==> src/rtl/gcd_fsmd_param.sv <==
// gcd_fsmd_param: GCD of two unsigned WIDTH-bit operands by repeated subtraction.
// The controller and datapath are merged into one block. Start and finish use a
// four-phase go/done handshake. Zero operands are detected, subtraction steps
// are counted, and a watchdog aborts a run that exceeds MAX_ITER steps.
module gcd_fsmd_param #(
  parameter int WIDTH    = 8,
  parameter int MAX_ITER = 2**WIDTH,
  parameter int CNT_W    = WIDTH + 1
) (
  input  logic             CLK,
  input  logic             RESET_N,
  input  logic             go_i,
  input  logic [WIDTH-1:0] x_i,
  input  logic [WIDTH-1:0] y_i,
  output logic [WIDTH-1:0] d_o,
  output logic             done_o,
  output logic             busy_o,
  output logic             err_o,
  output logic [CNT_W-1:0] iter_o
);

  localparam logic [CNT_W-1:0] ITER_LIM = CNT_W'(MAX_ITER);

  typedef enum logic [1:0] {IDLE, CALC, DONE} state_t;

  state_t           state, state_nx;
  logic [WIDTH-1:0] x_q, y_q, x_nx, y_nx, d_nx;
  logic [CNT_W-1:0] iter_nx;
  logic             err_nx;

  // Next state and next datapath values; every register holds unless a branch
  // says otherwise.
  always_comb begin
    state_nx = state;
    x_nx     = x_q;
    y_nx     = y_q;
    d_nx     = d_o;
    err_nx   = err_o;
    iter_nx  = iter_o;
    case (state)
      IDLE: begin
        if (go_i) begin
          x_nx     = x_i;
          y_nx     = y_i;
          iter_nx  = '0;
          err_nx   = 1'b0;
          state_nx = CALC;
        end
      end
      CALC: begin
        if (!go_i) begin
          // Abort: result and error flag stay as they were before the run.
          state_nx = IDLE;
        end else if (x_q == '0 || y_q == '0) begin
          d_nx     = x_q | y_q;
          err_nx   = (x_q == '0) && (y_q == '0);
          state_nx = DONE;
        end else if (x_q == y_q) begin
          d_nx     = x_q;
          err_nx   = 1'b0;
          state_nx = DONE;
        end else if (iter_o == ITER_LIM) begin
          d_nx     = '0;
          err_nx   = 1'b1;
          state_nx = DONE;
        end else if (x_q < y_q) begin
          y_nx     = y_q - x_q;
          iter_nx  = iter_o + 1'b1;
        end else begin
          x_nx     = x_q - y_q;
          iter_nx  = iter_o + 1'b1;
        end
      end
      DONE: begin
        // Leaving DONE needs go low; go held high never restarts a run.
        if (!go_i) state_nx = IDLE;
      end
      default: state_nx = IDLE;
    endcase
  end

  // State and datapath registers. done/busy are flops loaded from the next
  // state so they track the state register exactly, with no decode glitches.
  always_ff @(posedge CLK or negedge RESET_N) begin
    if (!RESET_N) begin
      state  <= IDLE;
      x_q    <= '0;
      y_q    <= '0;
      d_o    <= '0;
      err_o  <= 1'b0;
      iter_o <= '0;
      done_o <= 1'b0;
      busy_o <= 1'b0;
    end else begin
      state  <= state_nx;
      x_q    <= x_nx;
      y_q    <= y_nx;
      d_o    <= d_nx;
      err_o  <= err_nx;
      iter_o <= iter_nx;
      done_o <= (state_nx == DONE);
      busy_o <= (state_nx == CALC);
    end
  end

endmodule

==> config.mk <==
export PLATFORM = sky130hd
export DESIGN_NAME = gcd_fsmd_param
export DESIGN_NICKNAME = d
export VERILOG_FILES = /design/src/rtl/gcd_fsmd_param.sv
export SDC_FILE = /design/constraint.sdc
export NUM_CORES = 1
export LEC_CHECK = 0
export CORE_UTILIZATION = 45
export CTS_CLUSTER_DIAMETER = 100
export DETAILED_ROUTE_END_ITERATION = 12
export PLACE_DENSITY = 0.75
export SYNTH_ARGS = -nofsm -noshare
export SYNTH_HDL_FRONTEND = slang
export SYNTH_SLANG_ARGS = --single-unit
==> constraint.sdc <==
create_clock -name CLK -period 6.75 [get_ports CLK]
set_clock_uncertainty 0.1 [all_clocks]
set_input_delay 0.675 -clock CLK [delete_from_list [all_inputs] [get_ports CLK]]
set_output_delay 0.675 -clock CLK [all_outputs]
set_load 0.05 [all_outputs]
==> metrics.txt <==
worst r2r src=x_q[4]$_DFFE_PN0P_; most frequent cells in the layout=38 x dfrtp_1, 37 x clkdlybuf4s50_1, 25 x ha_1; Synth Instances=296; die span in x=81.59 um; area grow syn2layout=17.12%; layout cells sized above 1=0.1000; Static Leak=0.001506 uW; Routed WL=6438 um; Critical Path Start=x_q[4]$_DFFE_PN0P_; Crit Path Max Fanout=15; r2r worst-path depth=8; Post-synth EDFFs=0; maximum resistive drop on vdd=0.0001916 V; GPL Wtd Cong=0.8867; ys async rst share=1.000; total gr overflow=0; minimum clock period=2.987 ns; CTS tree=yes; initial antenna violation count=0; CP Cell Sequence=inv_1, ha_1, or4_4, nor2_8, nor4_4, nor3b_4, nor2_8, mux2_4; DRT iter0 DRCs=128; crit path DAT=3.07 ns; Starting Density=0.4730; # IOs=39; setup violators final=0; Vias=2259; period utilisation layout=0.4425; DR pass1 iterations=4; commonest non-fill, non-tap cell in the layout=dfrtp_1; most numerous cell on the critical path=nor2_8; Max stage delay on crit path=0.62 ns; # fillers=550; Seq/Total Area, Yosys=0.3336; clock transition at the registers of the reported paths=0.08 ns; Cell Rows=28; Core Util, Final=0.5540; R2R Path End=y_q[6]$_DFFE_PN0P_; Detail Route Antenna Nets=0; RSZ-0062 raised after global routing=false; hold_buf cts=0; Slew @ Worst Pin=0.9039 ns; Global Route Usage Sum=0.2164; max-cap viol count=0; vias in the first global route=2224; drt drc=0; clk sink count=38; mux share of post-synthesis cell area=0.09087; HP Class=in -> async; die footprint=6656 um^2; Slowest-stage cell, CP=nor4_4; worst path required time=6.84 ns; Inserted Diodes=0; critical path class=reg -> reg; DR vias/cell=5.578; Mapped Avg Cell Area=9.629 um^2; largest net degree at the start of global routing=39; main combinational cell family by area after synthesis=simple AND/OR/NAND/NOR gates; final net count=375; Worst Setup End Kind=register; CTS buffer count=5; status=complete, no violations; post-synthesis adder-cell area fraction=0.1238; Compound-Gate Fraction of Synth Area=0.1607; H-tree Lvls=2; CTS Root Buffer Type=clkbuf_8; final setup TNS=0 ns; postcts setup bufs=0; crit path launch type=register; first-pass GRT wire length=10870 um; Die H=81.59 um; pwr/cell area=477.8 nW/um^2; R2R Setup Slk=3.76 ns; Clock Latency Late Sink=0.30 ns; mean routed wirelength per cell=15.90 um; Syn Std Cell Area=2850 um^2; synthesized flop and latch total=38; Resized cells post-CTS=0; core area=6026 um^2; port bufs=38; Slew HR=0.3974; max-slew violations=0; post-synthesis xor/xnor area fraction=0.03073; ys flop type=dfrtp_1; Ys Warns=0; FMAX=334.8 MHz; syn nets=342; maximum clock path buffer count=2; Post-Synth Simple-Gate Area=0.2019; half-perimeter wire length after placement=4787 um; Distinct cells, synth=56; Hold Violations, Final=0
logic make-up after synthesis:
| kind of cell | after synthesis |
|---|---|
| XOR/XNOR | 10 |
| AND/OR/NAND/NOR | 91 |
| flip-flops | 38 |
| AO/OA/AOI/OAI | 72 |
| buffers and inverters | 36 |
| multiplexers | 22 |
| adder cells (fa/ha/maj) | 27 |
worst max-delay path: cells and delay by family, from the launching register on:
| kind | cells | cell delay (ns) |
|---|---|---|
| mux | 1 | 0.31 |
| flops | 1 | 0.42 |
| buf+inv | 1 | 0.08 |
| simple gates | 5 | 1.46 |
| fa+ha+maj | 1 | 0.51 |
per-layer routing:
metal | wire length [um] | track usage
met1 | 3202 | 0.3028
met2 | 2918 | 0.3392
met3 | 213 | 0.03444
met4 | 104 | 0.07193
met5 | 0 | 0
where the power goes:
group / switching [uW] / total, uW / leakage (uW) / internal, uW
logic: 594 / 1040 / 0.000967 / 444
registers: 88.5 / 385 / 0.000492 / 297
clock network: 89.4 / 172 / 0.0000472 / 82.3
through the flow:
stage | power (uW) | setup WS [ns] | cells | hold WS (ns) | cell area (um^2)
after global routing | 1734 | 3.576 | 405 | 0.4165 | 3338
final | 1595 | 3.763 | 405 | 0.3888 | 3338
after global placement | 1394 | 3.798 | 397 | 0.3686 | 3243
after CTS | 1588 | 3.779 | 405 | 0.3962 | 3338
after floorplan | 1196 | 4.069 | 296 | 0.2794 | 2850
after detailed placement | 1412 | 3.714 | 397 | 0.3789 | 3243
cells in the mapped netlist (all sizes together), types with 5 or more instances:
master  instances  area [um^2]
and2            5        31.28
mux2i           6        60.06
inv            24        90.09
dfrtp          38        950.9
nand3           9        45.04
nand2b          6        45.04
or4             6        48.80
o21ai          25        125.1
a21oi          21        105.1
mux2           16        198.9
ha             25        312.8
buf             9        65.06
nand2          12        45.04
xnor2           8        70.07
nor2           28        166.4
nor3            7        40.04
sequential cells by signal, summed over array words and instances (netlist names):
name    count
busy_o      1
x_q         8
state       2
err_o       1
iter_o      9
done_o      1
y_q         8
d_o         8
area by class of cell:
cell class / count / area [um^2] / area share
Clock buffer: 6 / 82.58 / 0.02474
Clock inverter: 2 / 12.51 / 0.003748
Inverter: 24 / 90.09 / 0.02699
Multi-Input combinational cell: 222 / 1733 / 0.5191
Sequential cell: 38 / 950.9 / 0.2849
Tap cell: 75 / 93.84 / 0.02811
Timing Repair Buffer: 38 / 375.4 / 0.1124
worst max-delay path by stage:
stage,endpoint,cells after the start
final,y_q[6]$_DFFE_PN0P_,8
after floorplan,iter_o[2]$_DFFE_PN0P_,8
after CTS,y_q[7]$_DFFE_PN0P_,8
after global placement,iter_o[7]$_DFFE_PN0P_,7
after global routing,y_q[7]$_DFFE_PN0P_,8
after detailed placement,iter_o[7]$_DFFE_PN0P_,7
No activity file was read; power rests on OpenSTA's default activity.
